`src/rtl/fft_result_reader.sv`:
```
// Streams the 32 FFT result words out of the result memory once per fft_done rise.
// The reads go through a 2-entry skid FIFO with a valid/ready handshake. Define BIT_REVERSE_READ_EN to read addresses in bit-reversed order.
module fft_result_reader #(
  parameter int DATA_W = 32
) (
  input  logic              clk,
  input  logic              clr,
  input  logic              fft_done,
  output logic [4:0]        rd_address,
  output logic              rd_en,
  input  logic [DATA_W-1:0] rd_data,
  output logic [DATA_W-1:0] dout,
  output logic              dout_valid,
  input  logic              dout_ready,
  output logic [4:0]        dout_index,
  output logic              dout_last,
  output logic              busy,
  output logic              read_done
);

  typedef enum logic [1:0] {IDLE, READ, DRAIN} state_t;

  state_t            state;
  logic              fft_done_q;
  logic [4:0]        issue_cnt;
  logic              inflight_q;
  logic [4:0]        inflight_idx;
  logic [1:0]        fifo_cnt;
  logic [DATA_W-1:0] head_data, tail_data;
  logic [4:0]        head_idx, tail_idx;
  logic              read_done_q;

  logic              start;
  logic              head_valid;
  logic              xfer;
  logic              issue;
  logic [2:0]        level;
  logic [4:0]        mapped_addr;

  assign start      = fft_done & ~fft_done_q;
  assign head_valid = (fifo_cnt != 2'd0);
  assign xfer       = head_valid & dout_ready;

  // Words already held plus the one in flight, minus the one leaving now.
  // A new read is issued only if its data is sure to find a free FIFO slot.
  assign level = {1'b0, fifo_cnt} + {2'b00, inflight_q} - {2'b00, xfer};
  assign issue = ~clr & (state == READ) & (level < 3'd2);

`ifdef BIT_REVERSE_READ_EN
  assign mapped_addr = {issue_cnt[0], issue_cnt[1], issue_cnt[2], issue_cnt[3], issue_cnt[4]};
`else
  assign mapped_addr = issue_cnt;
`endif

  // clr forces every output to its idle value in the same cycle, not only after the edge.
  assign rd_en      = issue;
  assign rd_address = clr ? 5'd0 : mapped_addr;
  assign dout_valid = ~clr & head_valid;
  assign dout       = clr ? '0 : head_data;
  assign dout_index = clr ? 5'd0 : head_idx;
  assign dout_last  = ~clr & head_valid & (head_idx == 5'd31);
  assign busy       = ~clr & (state != IDLE);
  assign read_done  = ~clr & read_done_q;

  always_ff @(posedge clk) begin
    if (clr) begin
      state        <= IDLE;
      fft_done_q   <= 1'b1;
      issue_cnt    <= 5'd0;
      inflight_q   <= 1'b0;
      inflight_idx <= 5'd0;
      fifo_cnt     <= 2'd0;
      head_data    <= '0;
      head_idx     <= 5'd0;
      read_done_q  <= 1'b0;
      // NOTE: the tail entry is not reset. It is only read after it has been written.
    end else begin
      // NOTE: use non-blocking assignments throughout so every register here sees pre-edge values.
      fft_done_q  <= fft_done;
      read_done_q <= 1'b0;
      inflight_q  <= issue;
      if (issue) begin
        inflight_idx <= issue_cnt;
        issue_cnt    <= issue_cnt + 5'd1;
      end

      case (state)
        IDLE: if (start) begin
          state     <= READ;
          issue_cnt <= 5'd0;
        end
        READ: if (issue && issue_cnt == 5'd31) state <= DRAIN;
        DRAIN: if (xfer && head_idx == 5'd31) begin
          state       <= IDLE;
          read_done_q <= 1'b1;
        end
        default: state <= IDLE;
      endcase

      // A push always comes from the read issued in the previous cycle.
      case ({inflight_q, xfer})
        2'b10: begin
          if (fifo_cnt == 2'd0) begin
            head_data <= rd_data;
            head_idx  <= inflight_idx;
          end else begin
            tail_data <= rd_data;
            tail_idx  <= inflight_idx;
          end
          fifo_cnt <= fifo_cnt + 2'd1;
        end
        2'b01: begin
          head_data <= tail_data;
          head_idx  <= tail_idx;
          fifo_cnt  <= fifo_cnt - 2'd1;
        end
        2'b11: begin
          if (fifo_cnt == 2'd1) begin
            head_data <= rd_data;
            head_idx  <= inflight_idx;
          end else begin
            head_data <= tail_data;
            head_idx  <= tail_idx;
            tail_data <= rd_data;
            tail_idx  <= inflight_idx;
          end
        end
        default: ;
      endcase
    end
  end

endmodule

```
`config.mk`:
```
export PLATFORM = sky130hd
export DESIGN_NAME = fft_result_reader
export DESIGN_NICKNAME = d
export VERILOG_FILES = /design/src/rtl/fft_result_reader.sv
export SDC_FILE = /design/constraint.sdc
export NUM_CORES = 1
export LEC_CHECK = 0
export ABC_AREA = 1
export CORE_ASPECT_RATIO = 0.5
export CORE_UTILIZATION = 45
export DETAILED_ROUTE_END_ITERATION = 8
export DONT_BUFFER_PORTS = 1
export PLACE_DENSITY = 0.67
export SYNTH_ARGS = -nofsm -noshare
export SYNTH_HDL_FRONTEND = slang
export SYNTH_SLANG_ARGS = --single-unit
```
`constraint.sdc`:
```
create_clock -name clk -period 10.8 [get_ports clk]
set_clock_uncertainty 0.05 [all_clocks]
set_input_delay 2.7 -clock clk [delete_from_list [all_inputs] [get_ports clk]]
set_output_delay 2.7 -clock clk [all_outputs]
set_load 0.01 [all_outputs]
```
; ---- After elaboration in Yosys (flattened, before gate mapping)
; Cells that the tools add are included.
[op_classes]
n_reduce_logical = 13
eq_ne = 14
bitwise = 11
order_cmp = 1
n_addsub = 5
muxes = 24
[ops]
columns = operator, count
row1 = 2-to-1 mux 32 bit, 5
row2 = case mux 32 bit (3 select lines), 1
row3 = case mux 32 bit (2 select lines), 1
row4 = 2-to-1 mux 5 bit, 9
row5 = case mux 5 bit (3 select lines), 1
row6 = equality test 5 bit (second input constant), 2
row7 = != test 2 bit (second input constant), 5
row8 = case mux 5 bit (2 select lines), 1
row9 = bitwise AND 1 bit, 8
row10 = nonzero test 2 bit, 4
row11 = equality test 2 x 1 -> 1 bit (second input constant), 3
row12 = equality test 2 bit (second input constant), 3
row13 = 2-to-1 mux 2 bit, 3
row14 = case mux 2 bit (3 select lines), 1
row15 = adder 5 x 1 -> 5 bit (second input constant), 1
row16 = zero test 2 bit, 2
row17 = case mux 2 bit (2 select lines), 1
row18 = AND reduction 4 bit, 1
row19 = adder 2 x 1 -> 3 bit, 1
row20 = less-than comparator 3 x 2 -> 1 bit (second input constant), 1
row21 = inverter 1 bit, 3
row22 = AND reduction 3 bit, 1
row23 = nonzero test 3 bit, 1
row24 = subtractor 3 x 1 -> 3 bit, 1
row25 = 7 further kinds, 8
[totals]
output_inout_bits = 47
elab_cells = 79
regBits = 91

; ---- Logic depth before layout (Yosys ltp)
; Gate-level depths: netlist of run 1.
[logic_depth]
word_depth = 8
mapped_depth = 16
mapped_depth_nobuf = 15

; ---- Worst setup path after synthesis of run 1
; OpenSTA, ideal clock, no wires.
[synth_timing]
path_type = input to output
start = input dout_ready
end = output rd_en
path_buffers = 0
required_time_ns = 8.050
arrival_ns = 3.908
cell_stages = 8
slack_ns = 4.142
path_cell_list = nand2_4 > nor2_1 > o21ai_0 > fa_1 > nand2_2 > nor2_4 > nand2_2 > inv_2
[synth_via]
elab_chain_len = 4
[synth_rtl]
columns = item, line
row1 = "start, declared", 14  ; input logic dout_ready,
row2 = bitwise AND 1 bit, 42  ; assign xfer = head_valid & dout_ready;
row3 = subtractor 3 x 1 -> 3 bit, 46  ; assign level = {1'b0, fifo_cnt} + {2'b00, inflight_q} - {2'b00, xfer};
row4 = less-than comparator 3 x 2 -> 1 bit, 47  ; assign issue = ~clr & (state == READ) & (level < 3'd2);
row5 = bitwise AND 1 bit, 47
row6 = "end, declared", 10  ; output logic rd_en,
; Every way passes these cells.

; ---- Final worst setup path of run 1
; Same ends and word-level chain as after synthesis.

==> results of run 1 <==
==> cell usage after synthesis (all sizes together) <==
| cell type | count |
|---|---|
| o21ai | 45 |
| fa | 1 |
| nand4 | 3 |
| nand3 | 81 |
| dfxtp | 54 |
| nor2 | 139 |
| nand2 | 210 |
| ha | 6 |
| xor2 | 2 |
| nor3 | 1 |
| edfxtp | 37 |
| a21oi | 9 |
| buf | 32 |
| inv | 62 |
| or2 | 2 |
| clkbuf | 7 |
==> cell usage in the layout (no fill, tap or decap) <==
cell        instances
nand2_1           206
nor2_1            137
nand3_1            80
inv_1              56
dfxtp_1            54
o21ai_0            41
edfxtp_1           37
clkbuf_16          10
a21oi_1             8
inv_2               6
o21ai_1             4
ha_1                4
nand2_2             3
nand4_1             3
clkinv_2            3
nor2_4              2
or2_2               2
xor2_1              2
ha_2                2
nand2_4             1
a21oi_4             1
nor3_1              1
nand3_2             1
fa_1                1
inv_4               1
clkinvlp_4          1
clkinv_4            1
buf_4               1
==> registers in the layout, summed over array words and instances, names as in the netlist <==
name	count
tail_data	32
head_idx	5
inflight_idx	5
issue_cnt	5
inflight_q	1
tail_idx	5
fft_done_q	1
read_done_q	1
state	2
fifo_cnt	2
head_data	32
==> cells by family (layout without fill, tap and decap cells) <==
kind of cell / Yosys count / in the layout
DFF: 91 / 91
buffers and inverters: 101 / 79
and+or+nand+nor: 436 / 436
xor gates and xnor gates: 2 / 2
AOI/OAI and AO/OA: 54 / 54
adders and majority gates: 7 / 7
==> stage by stage <==
stage	utilization [%]	power (mW)	cell area [sq um]	hold WS, ns
2_1_floorplan	-	0.812	4800	0.403
3_3_place_gp	46.6	0.880	4790	0.444
3_5_place_dp	46.6	0.888	4790	0.449
4_1_cts	49.4	1.19	5080	0.460
5_1_grt	49.4	1.27	5080	0.488
6_report	49.4	1.18	5080	0.454
==> power groups by stage <==
| stage | Clock [mW] | Sequential (mW) | Combinational, mW |
|---|---|---|---|
| after floorplan | 0 | 0.460 | 0.353 |
| after global placement | 0 | 0.470 | 0.410 |
| after detailed placement | 0 | 0.471 | 0.417 |
| after CTS | 0.310 | 0.464 | 0.419 |
| after global routing | 0.323 | 0.473 | 0.476 |
| final | 0.303 | 0.464 | 0.417 |
==> layout make-up <==
class / instances / area, sq um
Clock buffer: 10 / 250
Clock inverter: 6 / 37.5
Fill cell: 1073 / 5200
Inverter: 62 / 233
Multi-Input combinational cell: 499 / 2190
Sequential cell: 91 / 2190
Tap cell: 140 / 175
Timing Repair Buffer: 1 / 7.51
==> per-layer routing <==
metal | track usage, % | wire length (um) | part of all wire (%)
met1 | 27.8 | 5290 | 46
met2 | 35.8 | 5330 | 46
met3 | 5.39 | 781 | 6.8
met4 | 6.19 | 87 | 0.76
met5 | 0 | 0 | 0
==> path summary, 6_finish.rpt <==
path	slack, ns	depth (start not counted)	to	startpoint
setup / recovery	3.91	8	rd_en	dout_ready
hold / removal	0.45	2	issue_cnt[3]	issue_cnt[3]
setup reg to reg	7.71	8	tail_data[29]	fifo_cnt[1]
hold reg to reg	0.45	2	issue_cnt[3]	issue_cnt[3]
==> worst max-delay path, cell delays in order <==
cell and delay (ns):
nand2_4 0.06, nor2_1 0.16, o21ai_0 0.14, fa_1 0.52
nand2_2 0.07, nor2_4 0.16, nand2_2 0.15, inv_2 0.17
==> results.py, run 1 <==
metrics = {
    "finish": {
        "fin_cells": 809,
        "finalNetCount": 707,
        "area_growth_pct": 5.84,
        "num_antenna_cells": 0,
        "drive_gt1_share_pct": 5.23,
    },
    "logic_synthesis": {
        "syn_nets": 734,
        "yosys_warnings": 0,
        "syn_avg_cell_area_sq_um": 6.95,
        "synth_top_family_by_area": "simple AND/OR/NAND/NOR gates",
        "yosysTopAreaCellShare_pct": 23.1,
        "yosysSeqAreaShare_pct": 45.7,
        "synthAdderAreaFrac_pct": 1.98,
        "syn_inst": 691,
        "synth_mux_area_share_pct": 0,
        "synth_top_cell_by_area": "edfxtp_1",
        "synthSimpleGateAreaFrac_pct": 37.2,
        "synth_xor_area_share_pct": 0.365,
        "synth_seq_cells": 91,
        "synth.distinct_cells": 25,
        "synth_compound_area_share_pct": 5.63,
        "synth.area.top_cells": "edfxtp_1, dfxtp_1, nand2_1",
        "syn_area_sq_um": 4800,
    },
    "setup_path": {
        "crit_type": "in -> out",
        "end_kind": "primary output",
        "crit_fanout": 12,
        "worst_ep_arrival_time_ns": 4.14,
        "worstSetupStartpointType": "primary input",
        "critPathRequiredTime_ns": 8.05,
    },
    "grt": {
        "grt_pass1_wl_mm": 18.2,
        "grt_pass1_vias": 3676,
        "antenna_found_initial": 0,
        "grtUsageTotal_pct": 21.3,
        "grt.overflow.total": 0,
        "grt_max_degree": 56,
    },
    "drt": {
        "routedWlPerCell_um": 14.2,
        "wirelength_mm": 11.5,
        "drt-initial-drc-count": 266,
        "drt-pass1-iter-count": 4,
        "vias": 4123,
        "drc": 0,
        "avgViaCountPerCell": 5.10,
        "ant_nets": 0,
    },
    "clocking": {
        "cts_made_buffers": 9,
        "holdBufCountCts": 0,
        "h-tree-depth": 3,
        "cts_setup_buffers": 0,
        "clkSinkCount": 91,
        "ctsResizeCount": 0,
        "cts_tree": "built",
        "cts_root_buffer": "clkbuf_16",
        "clkLatencyLatePin_ns": 0.34,
        "worst_setup_hold_path_clk_slew_ns": 0.06,
        "cts.path.max_buffers": 2,
    },
    "floorplan": {
        "die_w_um": 148,
        "die_area_sq_um": 11100,
        "die-height_um": 75.0,
        "ios": 83,
        "rows": 26,
        "initial_core_util_pct": 46.7,
        "core_sq_um": 10300,
    },
    "place": {
        "globalplace.congestion": 0.789,
        "dp_cells": 793,
        "port_buffers": 0,
        "dp_worst_setup_slack_ns": 3.91,
        "place_hpwl_mm": 6.61,
    },
    "timing": {
        "period_minus_slack_ns": 6.89,
        "max_slew_margin_pct": 30.5,
        "finalSetupViolCount": 0,
        "maxSlewViolCount": 0,
        "fin_crit_sh_pct": 63.8,
        "finalSetupTns_ns": 0,
        "tightest_slew_ns": 1.04,
        "max_freq_mhz": 145,
        "rsz0062_at_grt": "false",
        "setup_ws_ns": 3.91,
        "hold_viol_final": 0,
    },
    "power": {
        "p_per_area_nw_per_um2": 233,
        "intPower_mw": 0.720,
        "power_switching_mw": 0.464,
        "clockPowerShare_pct": 25.6,
        "pwr-share-comb_pct": 35.2,
        "ir_drop_mv": 0.106,
        "leakagePower_nw": 2.13,
        "swShare_pct": 39.2,
        "seqPwrFrac_pct": 39.2,
    },
    "run_status": {
        "status": "complete, no violations",
    },
    "min_path": {
        "min_path_type": "reg -> reg",
    },
    "run": {
        "drv_cap": 0,
    },
}
Note: power is estimated with default switching activity, not from simulation.
==> run 2, diff against run 1 <==
PLACE_DENSITY = 0.69   (was 0.67)
clock period = 6.2 ns   (was 10.8 ns; I/O delays follow)
==> run 2 against run 1 <==
Against the previous run:
- combinational power increased by 74%
- sequential power grew 74%
- critical endpoint unchanged
- global-route usage fell by 0.085 points
- die area is the same
- largest power group unchanged
- worst setup slack got worse by 2.3 ns
- first-iteration DRC count is 54% higher
- critical path depth did not move
- cell count is 0.12% higher
- flip-flop and latch count unchanged
- total power is 77% higher
==> results.py, run 2 (synthesis results as in run 1) <==
metrics = {
    "finish": {
        "num_antenna_cells": 0,
        "final_common_cell": "nand2_1",
        "drive_gt1_share_pct": 5.22,
        "area_growth_pct": 6.57,
        "utilization_pct": 49.8,
        "fillCellCount": 1039,
        "final_cell_mix": "nand2_1, nor2_1, nand3_1",
        "reg_top3": "head_data: 32 flops, tail_data: 32 flops",
        "fin_area_sq_um": 5120,
        "finalNetCount": 708,
    },
    "timing": {
        "fin_crit_sh_pct": 74.3,
        "maxSlewViolCount": 0,
        "max_freq_mhz": 217,
        "setup_ws_ns": 1.60,
        "tightest_slew_ns": 1.04,
        "finalSetupTns_ns": 0,
        "max_slew_margin_pct": 30.5,
        "rsz0062_at_grt": "false",
        "hold_viol_final": 0,
        "finalSetupViolCount": 0,
        "period_minus_slack_ns": 4.60,
    },
    "clocking": {
        "h-tree-depth": 3,
        "holdBufCountCts": 0,
        "cts_made_buffers": 9,
        "cts.path.max_buffers": 2,
        "cts_setup_buffers": 0,
        "cts_root_buffer": "clkbuf_16",
        "clkSinkCount": 91,
        "ctsResizeCount": 0,
        "clkLatencyLatePin_ns": 0.34,
        "worst_setup_hold_path_clk_slew_ns": 0.06,
        "cts_tree": "built",
    },
    "drt": {
        "routedWlPerCell_um": 14.1,
        "vias": 4178,
        "wirelength_mm": 11.4,
        "drc": 0,
        "drt-pass1-iter-count": 5,
        "ant_nets": 0,
        "avgViaCountPerCell": 5.16,
        "drt-initial-drc-count": 409,
    },
    "setup_path": {
        "crit_type": "in -> out",
        "worstSetupStartpointType": "primary input",
        "worstReg2RegEnd": "tail_data[25]",
        "r2r_slack_ns": 2.84,
        "end_kind": "primary output",
        "cp_cell_sequence": "nand2_4, nor2_1, o21ai_0, fa_1, nand2_2, nor2_4, nand2_2, inv_2",
        "reg2reg_from": "fifo_cnt[0]",
        "worstRegToRegCells": 8,
        "worst_ep_arrival_time_ns": 3.00,
        "worst_path_max_delay_cell": "fa_1",
        "crit_fanout": 12,
        "cp_common_cell": "nand2_2",
        "critical-path-max-stage-delay_ns": 0.52,
        "critPathRequiredTime_ns": 4.60,
    },
    "floorplan": {
        "rows": 26,
        "die-height_um": 75.0,
        "core_sq_um": 10300,
        "ios": 83,
        "die_w_um": 148,
        "die_area_sq_um": 11100,
        "initial_core_util_pct": 46.7,
    },
    "place": {
        "placed_cell_area_sq_um": 4800,
        "port_buffers": 0,
        "globalplace.congestion": 0.772,
        "dp_worst_setup_slack_ns": 1.58,
        "place_hpwl_mm": 6.74,
    },
    "power": {
        "ir_drop_mv": 0.154,
        "p_per_area_nw_per_um2": 411,
        "leakagePower_nw": 2.16,
    },
    "grt": {
        "antenna_found_initial": 0,
        "grt_pass1_wl_mm": 18.3,
        "grtUsageTotal_pct": 21.2,
        "grt_pass1_vias": 3776,
        "grt_max_degree": 56,
        "grt.overflow.total": 0,
    },
    "min_path": {
        "holdPathStages": 0,
        "hold_start": "inflight_idx[4]",
        "min_path_type": "reg -> reg",
        "min_to": "tail_idx[4]",
    },
    "run_status": {
        "status": "complete, no violations",
    },
    "run": {
        "drv_cap": 0,
    },
}
run 2: power by group:
group	switching, mW	internal, mW	leakage (nW)	total, mW
Combinational	0.512	0.216	1.22	0.727
Clock	0.225	0.341	0.162	0.565
Sequential	0.0663	0.742	0.774	0.809
run 2: per-layer routing:
metal	global-route usage, %	part of all wire, %
met5	0	0
met4	7.33	1.0
met3	6.36	7.7
met2	36.8	47
met1	25.8	44
run 2: worst max-delay path, delay by kind of cell:
family / cells / cell delay, ns
buffers and inverters: 1 / 0.19
and+or+nand+nor: 5 / 0.62
adders and majority gates: 1 / 0.52
AOI/OAI and AO/OA: 1 / 0.14
run 2: worst max-delay path by stage:
stage | startpoint | end | slack (ns) | cells past startpoint
after floorplan | dout_ready | rd_en | 1.84 | 8
after global placement | dout_ready | rd_en | 1.63 | 8
after detailed placement | dout_ready | rd_en | 1.58 | 8
after CTS | dout_ready | rd_en | 1.58 | 8
after global routing | dout_ready | rd_en | 1.42 | 8
final | dout_ready | rd_en | 1.60 | 8
run 2: layout make-up:
class | count | area [sq um] | share of cell area, %
multi-input combinational | 499 | 2180 | 42.7
sequential | 91 | 2190 | 42.8
timing repair buffer | 2 | 15.0 | 0.293
inverter | 62 | 233 | 4.55
clock inverter | 3 | 15.0 | 0.293
clock buffer | 13 | 303 | 5.92
tap | 140 | 175 | 3.42
run 2: per-stage QoR:
step | total power, mW | hold WS (ns) | cells
finish | 2.10 | 0.450 | 810
global route | 2.26 | 0.462 | 810
CTS | 2.11 | 0.455 | 810
detailed placement | 1.54 | 0.441 | 794
global placement | 1.53 | 0.434 | 794
floorplan | 1.42 | 0.403 | 691
